<file path="config.mk">
export PLATFORM = sky130hd
export DESIGN_NAME = tmds_word_aligner
export DESIGN_NICKNAME = d
export VERILOG_FILES = /design/src/rtl/hdmi_align_pkg.sv /design/src/rtl/word_slip_mux.sv /design/src/rtl/tmds_word_aligner.sv
export SDC_FILE = /design/constraint.sdc
export NUM_CORES = 1
export LEC_CHECK = 0
export CAP_MARGIN = 5
export CORE_MARGIN = 1.5
export CORE_UTILIZATION = 45
export DETAILED_ROUTE_END_ITERATION = 16
export DONT_BUFFER_PORTS = 1
export PLACE_DENSITY_LB_ADDON = 0.12
export SLEW_MARGIN = 10
export SYNTH_ARGS = -nofsm -noshare
export SYNTH_HDL_FRONTEND = slang
export SYNTH_HIERARCHICAL = 1
export SYNTH_SLANG_ARGS = --single-unit
</file>
<file path="constraint.sdc">
create_clock -name clk -period 6.6 [get_ports clk]
set_clock_uncertainty 0.15 [all_clocks]
set_input_delay 0.66 -clock clk [delete_from_list [all_inputs] [get_ports clk]]
set_output_delay 0.66 -clock clk [all_outputs]
set_load 0.01 [all_outputs]
</file>
<file path="src/rtl/hdmi_align_pkg.sv">
// Shared definitions for the TMDS word aligner: control-token patterns and FSM states.
package hdmi_align_pkg;

   localparam logic [9:0] TMDS_TOKEN0 = 10'b1101010100;
   localparam logic [9:0] TMDS_TOKEN1 = 10'b0010101011;
   localparam logic [9:0] TMDS_TOKEN2 = 10'b0101010100;
   localparam logic [9:0] TMDS_TOKEN3 = 10'b1010101011;

   typedef enum logic [1:0] {
      ST_IDLE,
      ST_SETTLE,
      ST_SEARCH,
      ST_LOCKED
   } align_state_t;

endpackage

</file>
<file path="src/rtl/word_slip_mux.sv">
// Two-word history buffer with a registered, offset-indexed word select.
module word_slip_mux #(
   parameter int WIDTH = 10,
   parameter int OW    = $clog2(WIDTH)
) (
   input  logic             clk,
   input  logic             rstn,
   input  logic [WIDTH-1:0] data_in,
   input  logic [OW-1:0]    offset,
   output logic [WIDTH-1:0] data_out
);

   logic [2*WIDTH-1:0] buff;
   logic [WIDTH-1:0]   sel;

   // Offset k takes the window ending k bits below the newest word's MSB.
   always_comb begin
      sel = buff[2*WIDTH-1 -: WIDTH];
      for (int i = 1; i < WIDTH; i++) begin
         if (offset == OW'(i)) sel = buff[2*WIDTH-1-i -: WIDTH];
      end
   end

   always_ff @(posedge clk or negedge rstn) begin
      if (!rstn) begin
         buff     <= '0;
         data_out <= '0;
      end else begin
         buff     <= {data_in, buff[2*WIDTH-1:WIDTH]};
         data_out <= sel;
      end
   end

endmodule

</file>
<file path="src/rtl/tmds_word_aligner.sv">
// Per-channel TMDS word aligner: manual bitslip plus an automatic token-hunting lock FSM.
//
// state     | meaning
// ST_IDLE   | manual mode or just out of reset, counters clear
// ST_SETTLE | two cycles for a new offset to reach data_out
// ST_SEARCH | counting token hits over one window at the current offset
// ST_LOCKED | aligned; counting token-free windows toward loss of lock
module tmds_word_aligner
   import hdmi_align_pkg::*;
#(
   parameter int              WIDTH         = 10,
   parameter int              SEARCH_WINDOW = 4096,
   parameter int              LOCK_COUNT    = 8,
   parameter int              MISS_LIMIT    = 4,
   parameter logic [WIDTH-1:0] TOKEN0       = WIDTH'(TMDS_TOKEN0),
   parameter logic [WIDTH-1:0] TOKEN1       = WIDTH'(TMDS_TOKEN1),
   parameter logic [WIDTH-1:0] TOKEN2       = WIDTH'(TMDS_TOKEN2),
   parameter logic [WIDTH-1:0] TOKEN3       = WIDTH'(TMDS_TOKEN3),
   localparam int             OW            = $clog2(WIDTH)
) (
   input  logic             clk,
   input  logic             rstn,
   input  logic [WIDTH-1:0] data_in,
   input  logic             bitslip,
   input  logic             auto_en,
   output logic [WIDTH-1:0] data_out,
   output logic [OW-1:0]    offset,
   output logic             locked,
   output logic             sweep_fail
);

   localparam int WW = (SEARCH_WINDOW > 1) ? $clog2(SEARCH_WINDOW) : 1;
   localparam int HW = $clog2(LOCK_COUNT + 1);
   localparam int MW = $clog2(MISS_LIMIT + 1);

   align_state_t  state, state_nxt;
   logic [WW-1:0] win_cnt, win_nxt;
   logic [HW-1:0] hit_cnt, hit_nxt, hit_upd;
   logic [MW-1:0] miss_cnt, miss_nxt;
   logic          settle_cnt, settle_nxt;
   logic          dly1, dly2, auto_q1, auto_q2;
   logic          match, win_end, auto_slip, man_slip, sweep_nxt;

   word_slip_mux #(.WIDTH(WIDTH), .OW(OW)) u_mux (
      .clk      (clk),
      .rstn     (rstn),
      .data_in  (data_in),
      .offset   (offset),
      .data_out (data_out)
   );

   assign match   = (data_out == TOKEN0) || (data_out == TOKEN1) ||
                    (data_out == TOKEN2) || (data_out == TOKEN3);
   assign win_end = (win_cnt == WW'(SEARCH_WINDOW - 1));
   assign hit_upd = (match && (hit_cnt != HW'(LOCK_COUNT))) ? hit_cnt + 1'b1 : hit_cnt;
   assign locked  = (state == ST_LOCKED);

   // A manual request whose trip through the delay line overlapped auto mode is dropped.
   assign man_slip = dly1 & ~dly2 & ~auto_en & ~auto_q1 & ~auto_q2;

   always_comb begin
      state_nxt  = state;
      win_nxt    = win_cnt;
      hit_nxt    = hit_cnt;
      miss_nxt   = miss_cnt;
      settle_nxt = 1'b0;
      auto_slip  = 1'b0;
      sweep_nxt  = 1'b0;
      if (!auto_en) begin
         state_nxt = ST_IDLE;
         win_nxt   = '0;
         hit_nxt   = '0;
         miss_nxt  = '0;
      end else begin
         case (state)
            ST_IDLE: begin
               state_nxt = ST_SETTLE;
               win_nxt   = '0;
               hit_nxt   = '0;
               miss_nxt  = '0;
            end
            ST_SETTLE: begin
               win_nxt    = '0;
               hit_nxt    = '0;
               miss_nxt   = '0;
               settle_nxt = ~settle_cnt;
               if (settle_cnt) state_nxt = ST_SEARCH;
            end
            ST_SEARCH: begin
               win_nxt = win_cnt + 1'b1;
               hit_nxt = hit_upd;
               if (win_end) begin
                  win_nxt = '0;
                  hit_nxt = '0;
                  if (hit_upd >= HW'(LOCK_COUNT)) begin
                     state_nxt = ST_LOCKED;
                  end else begin
                     auto_slip = 1'b1;
                     sweep_nxt = (offset == OW'(WIDTH - 1));
                     state_nxt = ST_SETTLE;
                  end
               end
            end
            ST_LOCKED: begin
               win_nxt = win_cnt + 1'b1;
               hit_nxt = hit_upd;
               if (win_end) begin
                  win_nxt = '0;
                  hit_nxt = '0;
                  if (hit_upd != '0) begin
                     miss_nxt = '0;
                  end else if (miss_cnt == MW'(MISS_LIMIT - 1)) begin
                     miss_nxt  = '0;
                     auto_slip = 1'b1;
                     state_nxt = ST_SETTLE;
                  end else begin
                     miss_nxt = miss_cnt + 1'b1;
                  end
               end
            end
            default: state_nxt = ST_IDLE;
         endcase
      end
   end

   always_ff @(posedge clk or negedge rstn) begin
      if (!rstn) begin
         state      <= ST_IDLE;
         win_cnt    <= '0;
         hit_cnt    <= '0;
         miss_cnt   <= '0;
         settle_cnt <= 1'b0;
         dly1       <= 1'b0;
         dly2       <= 1'b0;
         auto_q1    <= 1'b0;
         auto_q2    <= 1'b0;
         offset     <= '0;
         sweep_fail <= 1'b0;
      end else begin
         state      <= state_nxt;
         win_cnt    <= win_nxt;
         hit_cnt    <= hit_nxt;
         miss_cnt   <= miss_nxt;
         settle_cnt <= settle_nxt;
         dly1       <= bitslip;
         dly2       <= dly1;
         auto_q1    <= auto_en;
         auto_q2    <= auto_q1;
         sweep_fail <= sweep_nxt;
         if (auto_slip || man_slip)
            offset <= (offset == OW'(WIDTH - 1)) ? '0 : offset + 1'b1;
      end
   end

endmodule

</file>
After elaboration in Yosys (flattened, before gate mapping)
Cells that the tools add are included.
Word-level totals
  output and inout bits: 16
  input port bits: 14
  word-level logic and storage cells: 106
  flip-flop bits (word level): 61
Operators by class
  add/subtract/negate cells: 4
  bitwise operators: 9
  magnitude comparators: 1
  muxes and demuxes: 43
  equal/unequal tests: 25
  reductions and logical operators: 11
Operators with widths (count)
  10-bit two-way mux: 9
  12-bit two-way mux: 2
  12-bit one-hot mux with 2 select lines: 1
  10-bit == test (second input constant): 2
  4-bit by 3-bit == test with 1-bit output (second input constant): 4
  4-bit two-way mux: 4
  2-bit two-way mux: 7
  12-bit by 1-bit adder with 12-bit output (second input constant): 1
  12-bit == test (second input constant): 1
  1-bit two-way mux: 12
  3-bit two-way mux: 4
  10-bit by 8-bit == test with 1-bit output (second input constant): 1
  10-bit by 9-bit == test with 1-bit output (second input constant): 1
  3-bit by 2-bit != test with 1-bit output (second input constant): 3
  3-bit != test (second input constant): 3
  4-bit by 1-bit adder with 4-bit output (second input constant): 2
  4-bit by 2-bit == test with 1-bit output (second input constant): 2
  4-bit == test (second input constant): 2
  2-bit one-hot mux with 4 select lines: 1
  4-bit one-hot mux with 2 select lines: 1
  3-bit one-hot mux with 2 select lines: 1
  1-bit NOT: 5
  5-bit AND reduction: 1
  1-bit AND: 4
  14 further kinds: 19

Longest topological paths before layout
  depth after elaboration: 12
  gate-level depth with buffers: 9
  mapped depth without buffers: 9

By module
The synthesis kept the hierarchy.
Modules (own cells, without submodules)
  word_slip_mux: cells an instance 224, seq. area each 725.7 um2, area each 1909.3 um2, instances 1
  tmds_word_aligner: cells an instance 158, seq. area each 775.7 um2, area each 1635.3 um2, instances 1

Worst setup path before layout
No wires, ideal clock.
  kind: register to register
  start: register u_mux.data_out[4]
  end: register offset[2]
  buffers on the path: 0
  clock period less this slack: 2.604 ns
  arrival: 2.326 ns
  path slack: 3.996 ns
  stages on the path, launching flop included: 9
  required time: 6.322 ns
  library setup time: 0.128 ns
  cell sequence: dfrtp_1 nand4bb_1 or4_4 a2111oi_4 xor2_2 o41ai_1 a41o_4 nand2_1 xnor2_1
Between the ends
  longest elaborated chain between the ends: 12
  elaborated cells on any way between the ends: 18
  classes of those cells: 1 x order compare; 4 x eq/ne; 7 x mux; 6 x reduce/logical
RTL lines
  from (decl): line word_slip_mux.sv:10  | output logic [WIDTH-1:0] data_out
  from (signal assigned): line word_slip_mux.sv:30  | data_out <= sel;
  10-bit == test / 10-bit by 8-bit == test with 1-bit output (equally long branches): line tmds_word_aligner.sv:52  | assign match = (data_out == TOKEN0) || (data_out == TOKEN1) ||
  1-bit logical OR (2 in a row): line tmds_word_aligner.sv:52
  1-bit logical OR (*): line tmds_word_aligner.sv:53  | (data_out == TOKEN2) || (data_out == TOKEN3);
  1-bit logical AND (*): line tmds_word_aligner.sv:55  | assign hit_upd = (match && (hit_cnt != HW'(LOCK_COUNT))) ? hit_cnt + 1'b1 : hit_cnt;
  4-bit two-way mux (*): line tmds_word_aligner.sv:55
  4-bit greater-or-equal comparator / 4-bit nonzero test (equally long branches): line tmds_word_aligner.sv:95, tmds_word_aligner.sv:110
  1-bit two-way mux (on tied branches): line tmds_word_aligner.sv:95, tmds_word_aligner.sv:110
  1-bit two-way mux (on tied branches): line tmds_word_aligner.sv:92, tmds_word_aligner.sv:107
  1-bit one-hot mux with 2 select lines (*): line tmds_word_aligner.sv:75  | case (state)
  1-bit two-way mux (*): line tmds_word_aligner.sv:69  | if (!auto_en) begin
  1-bit logical OR (*): line tmds_word_aligner.sv:150  | if (auto_slip || man_slip)
  to (signal assigned): line tmds_word_aligner.sv:151  | offset <= (offset == OW'(WIDTH - 1)) ? '0 : offset + 1'b1;
  to (decl): line tmds_word_aligner.sv:27  | output logic [OW-1:0] offset,
Every way passes the cells marked *; elsewhere a longest branch is shown, timed or not.
A chain may end at the register's enable or synchronous reset.

Worst setup path after layout
Same ends and word-level chain as after synthesis.

==> impl_results.md <==
* Status: finished, final reports clean
* Post-synth top area share at 42.4%
* Boundary pin count at 30
* DIE AREA at 8420 um^2
* Pleak at 1.55 nW
* First-pass DRT Iterations at 4
* WL final at roughly 8300 um
* Crit. End Element: register
* Met3 routed WL at a little over 700 um
* DRC Markers at 0
* # port buffers at 0
* Area leader, netlist: dfrtp_1
* Final setup margin at between 3 and 4 ns
* Post-DP HPWL at 5350 um
* Cells after Synth at 382
* Pins Over Slew Limit at 0
* DR vias/cell at 6.21
* H-tree depth at 3
* Period utilisation layout at 42.3%
* Starting DRT DRC Count at 274
* Fin cells at approximately 480
* FF+latch count, synth at 60
* RSZ-0062 raised after global routing: false
* CTS Sinks at 60
* Clock slew at reported path FFs at ~0.080 ns
* Hold Crit Class: input pin to async pin
* MaxCap Viol Count at 0
* Setup Viol. Count Final at 0
* Overall power at between 1 and 1.5 mW
* WL per Instance at 17.4 um
* Rel. slew slack at 50.9%
* Startpoint class of the critical path: register
* Post-Syn Area at approximately 3500 um^2
* Synth Warn # at 6
* PD cells at 365 nW/um^2
* Initial core utilization at 46.1%
* GP Congestion at approximately 0.9
* Worst-margin pin slew at 0.737 ns
* Routed vias at 2973
* Internal at 0.860 mW
* CP required at about 6.7 ns
* Number of synthesized flops with an enable pin at 0
* Switch Pwr at 0.543 mW
* Synth unique cells at roughly 70
* Async S/R FF share, synth at 100%
* WL met2 at 3550 um
* Place WS at 3.76 ns
* Post-Route M1 WL at 3910 um
* Clock latency reported for the late side of the worst-skew pair at 0.34 ns
* TNS Setup at 0 ns
* Tot GR Track Use at a little over a fifth
* Reg power frac at 34.9%
* Ys flop type: dfrtp_1
* Max clock buf depth at 2
* Placed cell count at 462
* Total CTS buffers at 9
* Share of power burned in the clock network at 29.2%
* Ant diodes at 0
* Vias in the first global route at between 2k and 3k
* Comb pwr share at 35.9%
* CP arrival at 2.86 ns
* Ratio of cells with drive above 1 in the final layout at 10.1%
* First-pass GRT wire length at approximately 14000 um
* Top routing layer in use: met4
* Sw frac at 38.7%
* Core area at 7690 um^2
* Final min period at 2.79 ns
* Initial antenna violation count at 0
* Final Hold Fails at 0
* Layout Utilization at 50.1%
* Synth top area cells: dfrtp_1, nor2_1, a21oi_1
* Post-Syn Nets at 404
* Syn Area/Cell at between 9 and 10 um^2
* Clock root buffer: clkbuf_8
* Peak VDD IR at 0.201 mV
* Overall die width at roughly 92 um
* Final Net Count at approximately 390
* Largest net degree at the start of global routing at around 60
* Die Y at 91.8 um
* Register area share after synthesis at 42.4%
* Antenna-violating nets left at 0
* TritonCTS clock tree: yes
* Num rows at 32
* Critical-path maximum fanout at 5
* Fmax at 0.358 GHz
* Congestion Overflow GR at 0
* Area grow syn2layout at 8.58%
* CP Class: register to register
-- area by class of cell --
type                            count  area, um^2
Fill cell                         726        3840
Multi-Input combinational cell    280        1860
Sequential cell                    60        1500
Tap cell                          102         128
Clock buffer                        9         124
Clock inverter                      7         124
Inverter                           17        63.8
Timing Repair Buffer                4        50.0
-- layout by cell type (no fill, tap or decap), drive strengths merged, types with 5 or more instances in the layout --
cell,n
inv,18
o221ai,6
nor2b,12
nor3,8
nand2b,9
xor2,9
ha,8
mux2i,9
a21oi,25
clkbuf,9
nand3,10
a31oi,5
dfrtp,60
o21ai,30
nor2,36
nand2,26
a22oi,5
nand4,9
-- state kept, by name, indices dropped and copies added (netlist names), 2 cells and up --
signal          count
u_mux/buff         19
win_cnt            12
state               2
miss_cnt            3
u_mux/data_out     10
hit_cnt             4
offset              4
-- path summary, 6_finish.rpt --
kind	start	to	slack, ns	cells past startpoint
min reg2reg	dly1	dly2	0.23	0
max	u_mux/data_out[4]	offset[2]	3.81	8
max reg2reg	u_mux/data_out[4]	offset[2]	3.81	8
min	rstn	win_cnt[5]	0.02	1
max in group asynchronous	rstn	offset[0]	6.00	1
min in group clk	bitslip	dly1	0.19	0
-- what timing repair did --
action	CTS	global route
hold buffers	1	0
resized for setup	0	0
endpoints found under the hold margin	60	0
setup buffers	0	0
-- cells in the mapped netlist, types with 6 or more instances --
master,number
nand4_1,9
nand2b_1,9
inv_1,16
nor2b_1,11
mux2i_1,9
o221ai_1,6
nand2_1,26
a21oi_1,24
nor3_1,8
o21ai_1,9
clkbuf_1,9
o21ai_0,21
buf_2,14
xor2_1,8
nand3_1,10
ha_1,8
dfrtp_1,60
nor2_1,33
-- per-layer routing --
layer / track usage (%) / up-vias
met1: 32.1 / 1421
li1: - / 1381
met5: 0 / -
met4: 8.72 / 0
met3: 5.97 / 15
met2: 27.4 / 156
-- metrics by stage --
stage | hold slack (ns) | instance area, um^2
final | 0.0246 | 3850
after detailed placement | 0.216 | 3570
after CTS | 0.0257 | 3850
after global routing | 0.0192 | 3850
after global placement | 0.215 | 3570
after floorplan | 0.202 | 3540
-- critical path, cell delays in order (launching register included) --
cell	delay, ns
dfrtp_1	0.42
nand4bb_1	0.22
or4_4	0.54
a2111oi_4	0.35
xor2_2	0.17
o41ai_1	0.42
a41o_4	0.19
nand2_1	0.07
xnor2_1	0.14
-- logic make-up (layout without fill, tap and decap cells) --
kind of cell,Yosys count,in the layout,synth area share (%)
mux,11,11,3.49
buf+inv,42,37,5.26
fa+ha+maj,8,8,2.82
compound gates,119,119,23.8
simple gates,129,129,18.9
xor+xnor,13,13,3.42
flops,60,60,42.4
-- power by group through the flow --
stage	clock network, mW	registers, mW	logic, mW
after CTS	0.420	0.490	0.496
after global placement	0	0.496	0.486
final	0.410	0.489	0.504
after floorplan	0	0.490	0.408
after detailed placement	0	0.497	0.486
after global routing	0.443	0.498	0.554
(Power assumes the default switching activity.)
